`src/rtl/core101_pkg.sv`:
```
// Shared core definitions: default datapath widths, ALU opcode constants and
// the issue-sequencer state encoding.
package core101_pkg;

  localparam int XLEN_DEF  = 32;
  localparam int RF_AW_DEF = 5;
  localparam int OPC_W_DEF = 4;

  localparam logic [3:0] ALU_ADD = 4'h0;
  localparam logic [3:0] ALU_SUB = 4'h1;
  localparam logic [3:0] ALU_AND = 4'h2;
  localparam logic [3:0] ALU_OR  = 4'h3;
  localparam logic [3:0] ALU_XOR = 4'h4;
  localparam logic [3:0] ALU_SLL = 4'h5;
  localparam logic [3:0] ALU_SRL = 4'h6;
  localparam logic [3:0] ALU_SRA = 4'h7;

  typedef enum logic [1:0] {
    IDLE = 2'd0,
    READ = 2'd1,
    EXEC = 2'd2,
    WB   = 2'd3
  } seq_state_e;

endpackage

```
`src/rtl/alu_issue_seq_if.sv`:
```
// Decode-op handshake, ALU operand/result and writeback signals of the issue
// sequencer; slave is the sequencer side, master is the decode/ALU side.
interface alu_issue_seq_if
  import core101_pkg::*;
#(
  parameter int XLEN  = XLEN_DEF,
  parameter int RF_AW = RF_AW_DEF,
  parameter int OPC_W = OPC_W_DEF
);

  logic             op_valid;
  logic             op_ready;
  logic [OPC_W-1:0] op_opcode;
  logic [RF_AW-1:0] op_rs1;
  logic [RF_AW-1:0] op_rs2;
  logic [RF_AW-1:0] op_rd;
  logic [XLEN-1:0]  op_imm;
  logic             op_use_imm;

  logic [XLEN-1:0]  alu_operand_a;
  logic [XLEN-1:0]  alu_operand_b;
  logic [OPC_W-1:0] alu_opcode;
  logic [XLEN-1:0]  alu_result;

  logic             wb_valid;
  logic [RF_AW-1:0] wb_rd;
  logic [XLEN-1:0]  wb_data;

  modport slave (
    input  op_valid, op_opcode, op_rs1, op_rs2, op_rd, op_imm, op_use_imm,
    input  alu_result,
    output op_ready, alu_operand_a, alu_operand_b, alu_opcode,
    output wb_valid, wb_rd, wb_data
  );

  modport master (
    output op_valid, op_opcode, op_rs1, op_rs2, op_rd, op_imm, op_use_imm,
    output alu_result,
    input  op_ready, alu_operand_a, alu_operand_b, alu_opcode,
    input  wb_valid, wb_rd, wb_data
  );

endinterface

```
`src/rtl/alu_issue_seq_reg_file.sv`:
```
// Register file: two combinational read ports, one synchronous write port,
// x0 hardwired to zero, every entry cleared by the asynchronous reset.
module reg_file
  import core101_pkg::*;
#(
  parameter int XLEN  = XLEN_DEF,
  parameter int RF_AW = RF_AW_DEF
) (
  input  logic             clk,
  input  logic             rst,
  input  logic [RF_AW-1:0] rd_addr_a,
  output logic [XLEN-1:0]  rd_dat_a,
  input  logic [RF_AW-1:0] rd_addr_b,
  output logic [XLEN-1:0]  rd_dat_b,
  input  logic             wr_vld,
  input  logic [RF_AW-1:0] wr_addr,
  input  logic [XLEN-1:0]  wr_dat
);

  localparam int DEPTH = 2 ** RF_AW;

  logic [XLEN-1:0] mem_q [DEPTH];
  logic [XLEN-1:0] mem_d [DEPTH];

  always_comb begin
    mem_d = mem_q;
    // Writes to x0 are dropped so that entry stays at its reset value.
    if (wr_vld && (wr_addr != '0)) begin
      mem_d[wr_addr] = wr_dat;
    end
  end

  always_ff @(posedge clk or posedge rst) begin
    if (rst) begin
      for (int i = 0; i < DEPTH; i++) begin
        mem_q[i] <= '0;
      end
    end else begin
      mem_q <= mem_d;
    end
  end

  assign rd_dat_a = (rd_addr_a == '0) ? '0 : mem_q[rd_addr_a];
  assign rd_dat_b = (rd_addr_b == '0) ? '0 : mem_q[rd_addr_b];

endmodule

```
`src/rtl/alu_issue_seq.sv`:
```
// Issue/writeback sequencer between decode and ALU: IDLE -> READ -> EXEC -> WB.
// Optional ALU_ISSUE_PERF_CNT_EN adds perf_retired, a wrapping count of writebacks.
module alu_issue_seq
  import core101_pkg::*;
#(
  parameter int XLEN  = XLEN_DEF,
  parameter int RF_AW = RF_AW_DEF,
  parameter int OPC_W = OPC_W_DEF
) (
  input  logic          CLOCK_50,
  input  logic          RESET,
  alu_issue_seq_if.slave io
`ifdef ALU_ISSUE_PERF_CNT_EN
  ,
  output logic [31:0]   perf_retired
`endif
);

  seq_state_e       state_q, state_d;
  logic [OPC_W-1:0] opc_q, opc_d;
  logic [RF_AW-1:0] rs1_q, rs1_d;
  logic [RF_AW-1:0] rs2_q, rs2_d;
  logic [RF_AW-1:0] rd_q, rd_d;
  logic [XLEN-1:0]  imm_q, imm_d;
  logic             use_imm_q, use_imm_d;
  logic [XLEN-1:0]  alu_a_q, alu_a_d;
  logic [XLEN-1:0]  alu_b_q, alu_b_d;
  logic [OPC_W-1:0] alu_opc_q, alu_opc_d;
  logic             wb_vld_q, wb_vld_d;
  logic [RF_AW-1:0] wb_rd_q, wb_rd_d;
  logic [XLEN-1:0]  wb_dat_q, wb_dat_d;

  logic             op_rdy;
  logic             accept;
  logic             rf_wr_vld;
  logic [XLEN-1:0]  rf_dat_a;
  logic [XLEN-1:0]  rf_dat_b;

  assign op_rdy = (state_q == IDLE) || (state_q == WB);
  assign accept = io.op_valid && op_rdy;

  reg_file #(
    .XLEN  (XLEN),
    .RF_AW (RF_AW)
  ) u_reg_file (
    .clk       (CLOCK_50),
    .rst       (RESET),
    .rd_addr_a (rs1_q),
    .rd_dat_a  (rf_dat_a),
    .rd_addr_b (rs2_q),
    .rd_dat_b  (rf_dat_b),
    .wr_vld    (rf_wr_vld),
    .wr_addr   (rd_q),
    .wr_dat    (io.alu_result)
  );

  always_comb begin
    state_d   = state_q;
    opc_d     = opc_q;
    rs1_d     = rs1_q;
    rs2_d     = rs2_q;
    rd_d      = rd_q;
    imm_d     = imm_q;
    use_imm_d = use_imm_q;
    alu_a_d   = alu_a_q;
    alu_b_d   = alu_b_q;
    alu_opc_d = alu_opc_q;
    wb_vld_d  = 1'b0;
    wb_rd_d   = wb_rd_q;
    wb_dat_d  = wb_dat_q;
    rf_wr_vld = 1'b0;

    // ALU inputs only change at the READ->EXEC edge so the ALU sees stable
    // operands through EXEC and holds them in IDLE/WB.
    case (state_q)
      IDLE, WB: begin
        if (accept) begin
          opc_d     = io.op_opcode;
          rs1_d     = io.op_rs1;
          rs2_d     = io.op_rs2;
          rd_d      = io.op_rd;
          imm_d     = io.op_imm;
          use_imm_d = io.op_use_imm;
          state_d   = READ;
        end else begin
          state_d   = IDLE;
        end
      end
      READ: begin
        alu_a_d   = rf_dat_a;
        alu_b_d   = use_imm_q ? imm_q : rf_dat_b;
        alu_opc_d = opc_q;
        state_d   = EXEC;
      end
      EXEC: begin
        rf_wr_vld = 1'b1;
        wb_vld_d  = 1'b1;
        wb_rd_d   = rd_q;
        wb_dat_d  = io.alu_result;
        state_d   = WB;
      end
      default: state_d = IDLE;
    endcase
  end

  always_ff @(posedge CLOCK_50 or posedge RESET) begin
    if (RESET) begin
      state_q   <= IDLE;
      opc_q     <= '0;
      rs1_q     <= '0;
      rs2_q     <= '0;
      rd_q      <= '0;
      imm_q     <= '0;
      use_imm_q <= 1'b0;
      alu_a_q   <= '0;
      alu_b_q   <= '0;
      alu_opc_q <= '0;
      wb_vld_q  <= 1'b0;
      wb_rd_q   <= '0;
      wb_dat_q  <= '0;
    end else begin
      state_q   <= state_d;
      opc_q     <= opc_d;
      rs1_q     <= rs1_d;
      rs2_q     <= rs2_d;
      rd_q      <= rd_d;
      imm_q     <= imm_d;
      use_imm_q <= use_imm_d;
      alu_a_q   <= alu_a_d;
      alu_b_q   <= alu_b_d;
      alu_opc_q <= alu_opc_d;
      wb_vld_q  <= wb_vld_d;
      wb_rd_q   <= wb_rd_d;
      wb_dat_q  <= wb_dat_d;
    end
  end

  assign io.op_ready      = op_rdy;
  assign io.alu_operand_a = alu_a_q;
  assign io.alu_operand_b = alu_b_q;
  assign io.alu_opcode    = alu_opc_q;
  assign io.wb_valid      = wb_vld_q;
  assign io.wb_rd         = wb_rd_q;
  assign io.wb_data       = wb_dat_q;

`ifdef ALU_ISSUE_PERF_CNT_EN
  logic [31:0] perf_q, perf_d;

  // Counts on the same edge that raises wb_valid; wraps naturally.
  always_comb begin
    perf_d = perf_q;
    if (wb_vld_d) begin
      perf_d = perf_q + 32'd1;
    end
  end

  always_ff @(posedge CLOCK_50 or posedge RESET) begin
    if (RESET) begin
      perf_q <= '0;
    end else begin
      perf_q <= perf_d;
    end
  end

  assign perf_retired = perf_q;
`endif

endmodule

```
`src/flat_wrapper.sv`:
```
// flat-port wrapper written by rule: the top's interface ports become plain ports
module alu_issue_seq_flat import core101_pkg::*;
#(
  parameter int XLEN  = XLEN_DEF,
  parameter int RF_AW = RF_AW_DEF,
  parameter int OPC_W = OPC_W_DEF
)
  (CLOCK_50, RESET, io_op_valid, io_op_opcode, io_op_rs1, io_op_rs2, io_op_rd, io_op_imm, io_op_use_imm, io_alu_result, io_op_ready, io_alu_operand_a, io_alu_operand_b, io_alu_opcode, io_wb_valid, io_wb_rd, io_wb_data);
  alu_issue_seq_if #(.XLEN(XLEN), .RF_AW(RF_AW), .OPC_W(OPC_W)) io_i ();
  input  logic CLOCK_50;
  input  logic RESET;
  input wire logic [$bits(io_i.op_valid)-1:0] io_op_valid;
  input wire logic [$bits(io_i.op_opcode)-1:0] io_op_opcode;
  input wire logic [$bits(io_i.op_rs1)-1:0] io_op_rs1;
  input wire logic [$bits(io_i.op_rs2)-1:0] io_op_rs2;
  input wire logic [$bits(io_i.op_rd)-1:0] io_op_rd;
  input wire logic [$bits(io_i.op_imm)-1:0] io_op_imm;
  input wire logic [$bits(io_i.op_use_imm)-1:0] io_op_use_imm;
  input wire logic [$bits(io_i.alu_result)-1:0] io_alu_result;
  output wire logic [$bits(io_i.op_ready)-1:0] io_op_ready;
  output wire logic [$bits(io_i.alu_operand_a)-1:0] io_alu_operand_a;
  output wire logic [$bits(io_i.alu_operand_b)-1:0] io_alu_operand_b;
  output wire logic [$bits(io_i.alu_opcode)-1:0] io_alu_opcode;
  output wire logic [$bits(io_i.wb_valid)-1:0] io_wb_valid;
  output wire logic [$bits(io_i.wb_rd)-1:0] io_wb_rd;
  output wire logic [$bits(io_i.wb_data)-1:0] io_wb_data;
  assign io_i.op_valid = io_op_valid;
  assign io_i.op_opcode = io_op_opcode;
  assign io_i.op_rs1 = io_op_rs1;
  assign io_i.op_rs2 = io_op_rs2;
  assign io_i.op_rd = io_op_rd;
  assign io_i.op_imm = io_op_imm;
  assign io_i.op_use_imm = io_op_use_imm;
  assign io_i.alu_result = io_alu_result;
  assign io_op_ready = io_i.op_ready;
  assign io_alu_operand_a = io_i.alu_operand_a;
  assign io_alu_operand_b = io_i.alu_operand_b;
  assign io_alu_opcode = io_i.alu_opcode;
  assign io_wb_valid = io_i.wb_valid;
  assign io_wb_rd = io_i.wb_rd;
  assign io_wb_data = io_i.wb_data;
  alu_issue_seq #(.XLEN(XLEN), .RF_AW(RF_AW), .OPC_W(OPC_W)) u_core (.CLOCK_50(CLOCK_50), .RESET(RESET), .io(io_i));
endmodule
```
`config.mk`:
```
export PLATFORM = sky130hd
export DESIGN_NAME = alu_issue_seq_flat
export DESIGN_NICKNAME = d
export VERILOG_FILES = /design/src/rtl/core101_pkg.sv /design/src/rtl/alu_issue_seq_if.sv /design/src/rtl/alu_issue_seq_reg_file.sv /design/src/rtl/alu_issue_seq.sv /design/src/flat_wrapper.sv
export SDC_FILE = /design/constraint.sdc
export NUM_CORES = 2
export LEC_CHECK = 0
export ABC_AREA = 0
export CORE_ASPECT_RATIO = 1.1
export CORE_MARGIN = 5
export CORE_UTILIZATION = 45
export DETAILED_ROUTE_END_ITERATION = 8
export SKIP_LAST_GASP = 1
export SYNTH_ARGS = -nofsm -noshare
export SYNTH_HDL_FRONTEND = slang
export SYNTH_HIERARCHICAL = 1
export SYNTH_SLANG_ARGS = --single-unit
```
`constraint.sdc`:
```
create_clock -name CLOCK_50 -period 87.3 [get_ports CLOCK_50]
set_input_delay 13.095 -clock CLOCK_50 [delete_from_list [all_inputs] [get_ports CLOCK_50]]
set_output_delay 13.095 -clock CLOCK_50 [all_outputs]
set_load 0.02 [all_outputs]
```
Word-level counts from Yosys, hierarchy flattened
Cells that the tools add are included.
{"block": "op_classes", "n_eq_ne": 3, "n_reduce_logical": 10, "magnitude_cmp": 4, "bitwise": 3, "div_mod_pow": 0, "add_sub_neg": 0, "muxes": 15, "mul": 0, "shift": 0}
{"cell": "$bwmux W1024", "n": 1}
{"cell": "$bmux W32 S5", "n": 2}
{"cell": "$mux W32", "n": 8}
{"cell": "$demux W32 S5", "n": 1}
{"cell": "$ge A6 B6 Y1 const B", "n": 3}
{"cell": "$not A5 Y6", "n": 3}
{"cell": "$logic_not A5 Y1", "n": 2}
{"cell": "$lt A6 B1 Y1 const B", "n": 1}
{"cell": "$pmux W2 S3", "n": 1}
{"cell": "$reduce_bool A5 Y1", "n": 1}
{"cell": "$eq A2 B2 Y1 const B", "n": 2}
{"cell": "$logic_and A1 B1 Y1", "n": 3}
{"cell": "$eq A2 B1 Y1 const B", "n": 1}
{"cell": "$logic_not A2 Y1", "n": 1}
{"cell": "$mux W1", "n": 2}
{"cell": "$reduce_and A2 Y1", "n": 1}
{"cell": "$reduce_or A2 Y1", "n": 1}
{"cell": "$logic_or A1 B1 Y1", "n": 1}
{"block": "totals", "ramBits": 0, "latch_bits": 0, "register_bits": 1184, "output_inout_bits": 107, "input_bits": 87, "n_memories": 0, "mem_bits_ro": 0, "elab_cells": 80}

Logic depth before layout (Yosys ltp)
{"block": "logic_depth", "depth_word": 6, "mapped_depth": 11, "mapped_depth_nobuf": 6}

Cells and area by module
The synthesis kept the hierarchy.
{"module": "reg_file", "cells_each": 3692, "seq_area_each_um2": 25624.6, "instances": 1, "area_per_inst_um2": 54715.0}
{"module": "alu_issue_seq", "cells_each": 415, "seq_area_each_um2": 4003.8, "instances": 1, "area_per_inst_um2": 6291.0}

Least setup slack after synthesis
Ideal clock, no wire load.
{"block": "synth_timing", "path_kind": "register to output", "from": "register u_core.state_q[1]", "to": "output io_op_ready", "path_slack_ns": 73.382, "path_buffers": 0, "path_stages_with_launch": 2, "arrival_time_ns": 0.823, "required_ns": 74.205, "path_cell_list": "dfrtp_1 ha_1"}
{"block": "synth_between", "elab_chain_cells": 2}
{"element": "start: declaration", "line": "alu_issue_seq.sv:19", "source": "seq_state_e state_q, state_d;"}
{"element": "start signal: assignment", "line": "alu_issue_seq.sv:122", "source": "state_q <= state_d;"}
{"element": "$eq A2 B2 Y1 / $logic_not A2 Y1 (equally long branches)", "line": "alu_issue_seq.sv:39", "source": "assign op_rdy = (state_q == IDLE) || (state_q == WB);"}
{"element": "$logic_or A1 B1 Y1 (*)", "line": "alu_issue_seq.sv:39"}
{"element": "end: declaration", "line": "flat_wrapper.sv:20", "source": "output wire logic [$bits(io_i.op_ready)-1:0] io_op_ready;"}
Mark *: on every way between the ends. The rest lies on a longest branch, timed or not.

==> flow_summary.json <==
{
  "synthesis.instances": 4107,
  "end_kind": "async pin",
  "die_width_um": 361.1,
  "kind_of_path_behind_the_tightest_hold_check": "register to register",
  "synth-seq-cells": 1184,
  "total_via_count_in_the_routed_design": 38485,
  "fmax_ghz": 0.05957,
  "drt_wl_total_um": 194200,
  "pre_cts_slack_ns": 69.53,
  "die-area_sq_um": 143000,
  "gp_congestion": 0.8185,
  "post_dp_cell_area_sq_um": 64130,
  "dr.first_iter.drc_count": 3512,
  "worst_slew_pin_slew_ns": 1.236,
  "delay_contributed_by_the_slowest_stage_of_the_critical_path_ns": 0.80,
  "outcome": "finished clean",
  "criticalPathCategory": "input port to async pin",
  "setup-violations-final": 0,
  "dp_cells": 5763,
  "mappedNetlistArea_sq_um": 61010,
  "grt_pass1_vias": 39802,
  "drt_pass1_iterations": 7,
  "post_cts_resize_count": 0,
  "layout.cells.most_common_list": "1,174 x dfrtp_1, 1,158 x mux2_2, 397 x mux4_2",
  "synth.yosys.warnings": 6,
  "mappedNetlistNets": 4197,
  "cts.htree.levels": 4,
  "count_of_hold_fix_buffers_inserted_at_cts": 0,
  "viasPerCell": 6.420,
  "synth_enable_flop_cells": 0,
  "synthToLayoutAreaGrowth_pct": 12.06,
  "num_rows": 141,
  "clkTransAtPathRegs_ns": 0.06,
  "clk_path_buf_depth": 3,
  "fin_worst_skew_ns": 0.02669,
  "period_needed_ns": 16.79,
  "fin_ws_ns": 70.51,
  "fillers": 11405,
  "synth.avg_cell_area_sq_um": 14.85,
  "post-route-period-util": 0.1923,
  "ordered_cell_list_for_the_critical_path": "clkdlybuf4s50_1 > inv_8 > buf_4 > buf_4 > buf_4 > buf_4",
  "cts-root-buf": "clkbuf_16",
  "crit_path_frequent_cell": "buf_4",
  "timing.critical_path.from_type": "input port",
  "design_power_total_w": 0.002949,
  "worst_slew_margin_relative_to_its_limit": 0.1738,
  "timing.critical_path.slowest_stage_cell": "buf_4",
  "dominantRegCellSynth": "dfrtp_1",
  "grt_antenna_before_repair": 8,
  "fp.dieH_um": 396.2,
  "cts_buf_count": 132,
  "power.leakage_nw": 28.90,
  "rsz_0062_raised_after_global_routing": "false",
  "finalHoldViolCount": 0,
  "final.setup.tns_ns": 0,
  "grt_overflow": 0,
  "worst-path-max-fanout": 111,
  "route.detailed.drc": 0,
  "power_density_relative_to_cell_area_nw_per_um2": 43.14,
  "detail_route.wl_per_cell_um": 32.40,
  "port-buffer-count": 193,
  "yosysUniqueCellTypes": 53,
  "synth-seq-area-share": 0.4857,
  "design_area_sq_um": 68360,
  "ant_nets": 0,
  "synth-async-reset-ratio": 1.000,
  "vdd_ir_drop_max_uv": 29.27,
  "critPathArrivalTime_ns": 17.62,
  "finalMaxSlewViolations": 0,
  "insertion_delay_ns": 0.77,
  "grtUsageTotal": 0.2705,
  "grt_start_max_net_pins": 162,
  "drv.max_cap_violation_count": 0,
  "core_sq_um": 134600,
  "io_pins": 194,
  "cts_tree": "built",
  "post-dp-hpwl_um": 116300,
  "clock-sinks": 1184,
  "worst_ep_required_time_ns": 88.13,
  "layout.cells.most_common": "dfrtp_1",
  "grt_pass1_wl_um": 285700,
  "initial_core_util": 0.4532,
  "non_filler_instance_count_after_layout": 5995,
  "layout_cell_share_with_drive_strength_beyond_1": 0.4643,
  "total_nets_final": 4200,
  "cts_setup_buffers": 0
}
-- synth_stat cells, drive strengths merged, types with 17 or more instances --
master,n,area (sq um)
mux2,1162,13100
nor2b,42,262.8
nor2,53,198.9
mux4,397,8941
and2,19,118.9
a211oi,37,277.8
dfrtp,1184,29630
buf,214,1423
a22oi,77,578.1
nor4,17,112.6
clkbuf,237,948.4
a22o,42,367.9
nor3,33,165.2
a2111oi,32,284.0
o221ai,21,183.9
nand2,42,165.2
o22ai,40,250.2
a21oi,75,375.4
mux2i,303,3033
-- worst max-delay path: cells and delay by family --
kind / cells / cell delay, ns
buffers and inverters: 6 / 4.22
-- metal layers --
| layer | vias up | GRT usage | wire length [um] |
|---|---|---|---|
| met5 | - | 0 | 22 |
| met4 | 4 | 0.09574 | 6955 |
| met3 | 364 | 0.05100 | 12610 |
| met2 | 1383 | 0.4268 | 90730 |
| met1 | 20988 | 0.3775 | 83910 |
| li1 | 15746 | - | - |
-- stage by stage --
stage / hold WS (ns) / util
global placement: 0.3817 / 0.4764
finish: 0.3974 / 0.5079
CTS: 0.3964 / 0.5078
floorplan: 0.4413 / -
global route: 0.4097 / 0.5078
detailed placement: 0.3842 / 0.4764
-- power by group --
part	leakage, nW	switching (W)	total, W	internal, W
Sequential	14.7	0.000212	0.00102	0.000808
Clock	2.08	0.000231	0.000551	0.000319
Combinational	12.1	0.000671	0.00138	0.000707
-- state kept, by name, summed over array words and instances, names as in the netlist --
register / cells
u_core/use_imm_q: 1
u_core/io.alu_operand_b: 32
u_core/io.alu_opcode: 4
u_core/state_q: 2
u_core/rs1_q: 5
u_core/rs2_q: 5
u_core/opc_q: 4
u_core/io.wb_rd: 5
u_core/imm_q: 32
u_core/u_reg_file/mem_q: 1024
u_core/io.wb_data: 32
u_core/rd_q: 5
u_core/io.alu_operand_a: 32
u_core/io.wb_valid: 1
-- cell type report --
cell class                 count  area, sq um  share of cell area
tap                         1787         2236             0.03271
clock inverter                38        365.4            0.005344
sequential                  1184        29660              0.4339
multi-input combinational   2464        29260              0.4280
antenna                        2        5.005          0.00007321
timing repair buffer         320         2930             0.04287
clock buffer                 192         3864             0.05652
inverter                       8        45.04           0.0006589
-- path summary, 6_finish.rpt --
path / from / end / slack [ns] / cells past startpoint
min in group asynchronous: RESET / u_core/io.alu_operand_a[17]$_DFFE_PP0N_ / 12.93 / 2
worst min register to register: u_core/u_reg_file/mem_q[1000]$_DFFE_PP0P_ / u_core/u_reg_file/mem_q[1000]$_DFFE_PP0P_ / 0.40 / 0
worst max register to register: u_core/rs1_q[0]$_DFFE_PP0P_ / u_core/io.alu_operand_a[7]$_DFFE_PP0N_ / 82.25 / 7
worst min-delay path: u_core/u_reg_file/mem_q[1000]$_DFFE_PP0P_ / u_core/u_reg_file/mem_q[1000]$_DFFE_PP0P_ / 0.40 / 0
worst max-delay path: RESET / u_core/u_reg_file/mem_q[1000]$_DFFE_PP0P_ / 70.51 / 6
max in group CLOCK_50: u_core/state_q[0]$_DFF_PP0_ / io_op_ready / 71.97 / 3
-- logic make-up (layout without fill, tap and decap cells) --
kind of cell,count (synthesis),count (layout),synth area share
buffers and inverters,459,558,0.03936
and+or+nand+nor,240,240,0.02059
DFF,1184,1184,0.4857
muxes,1862,1862,0.4110
AOI/OAI and AO/OA,359,359,0.04276
other,0,2,0
adders and majority gates,3,3,0.0006153
(Power assumes the default switching activity.)
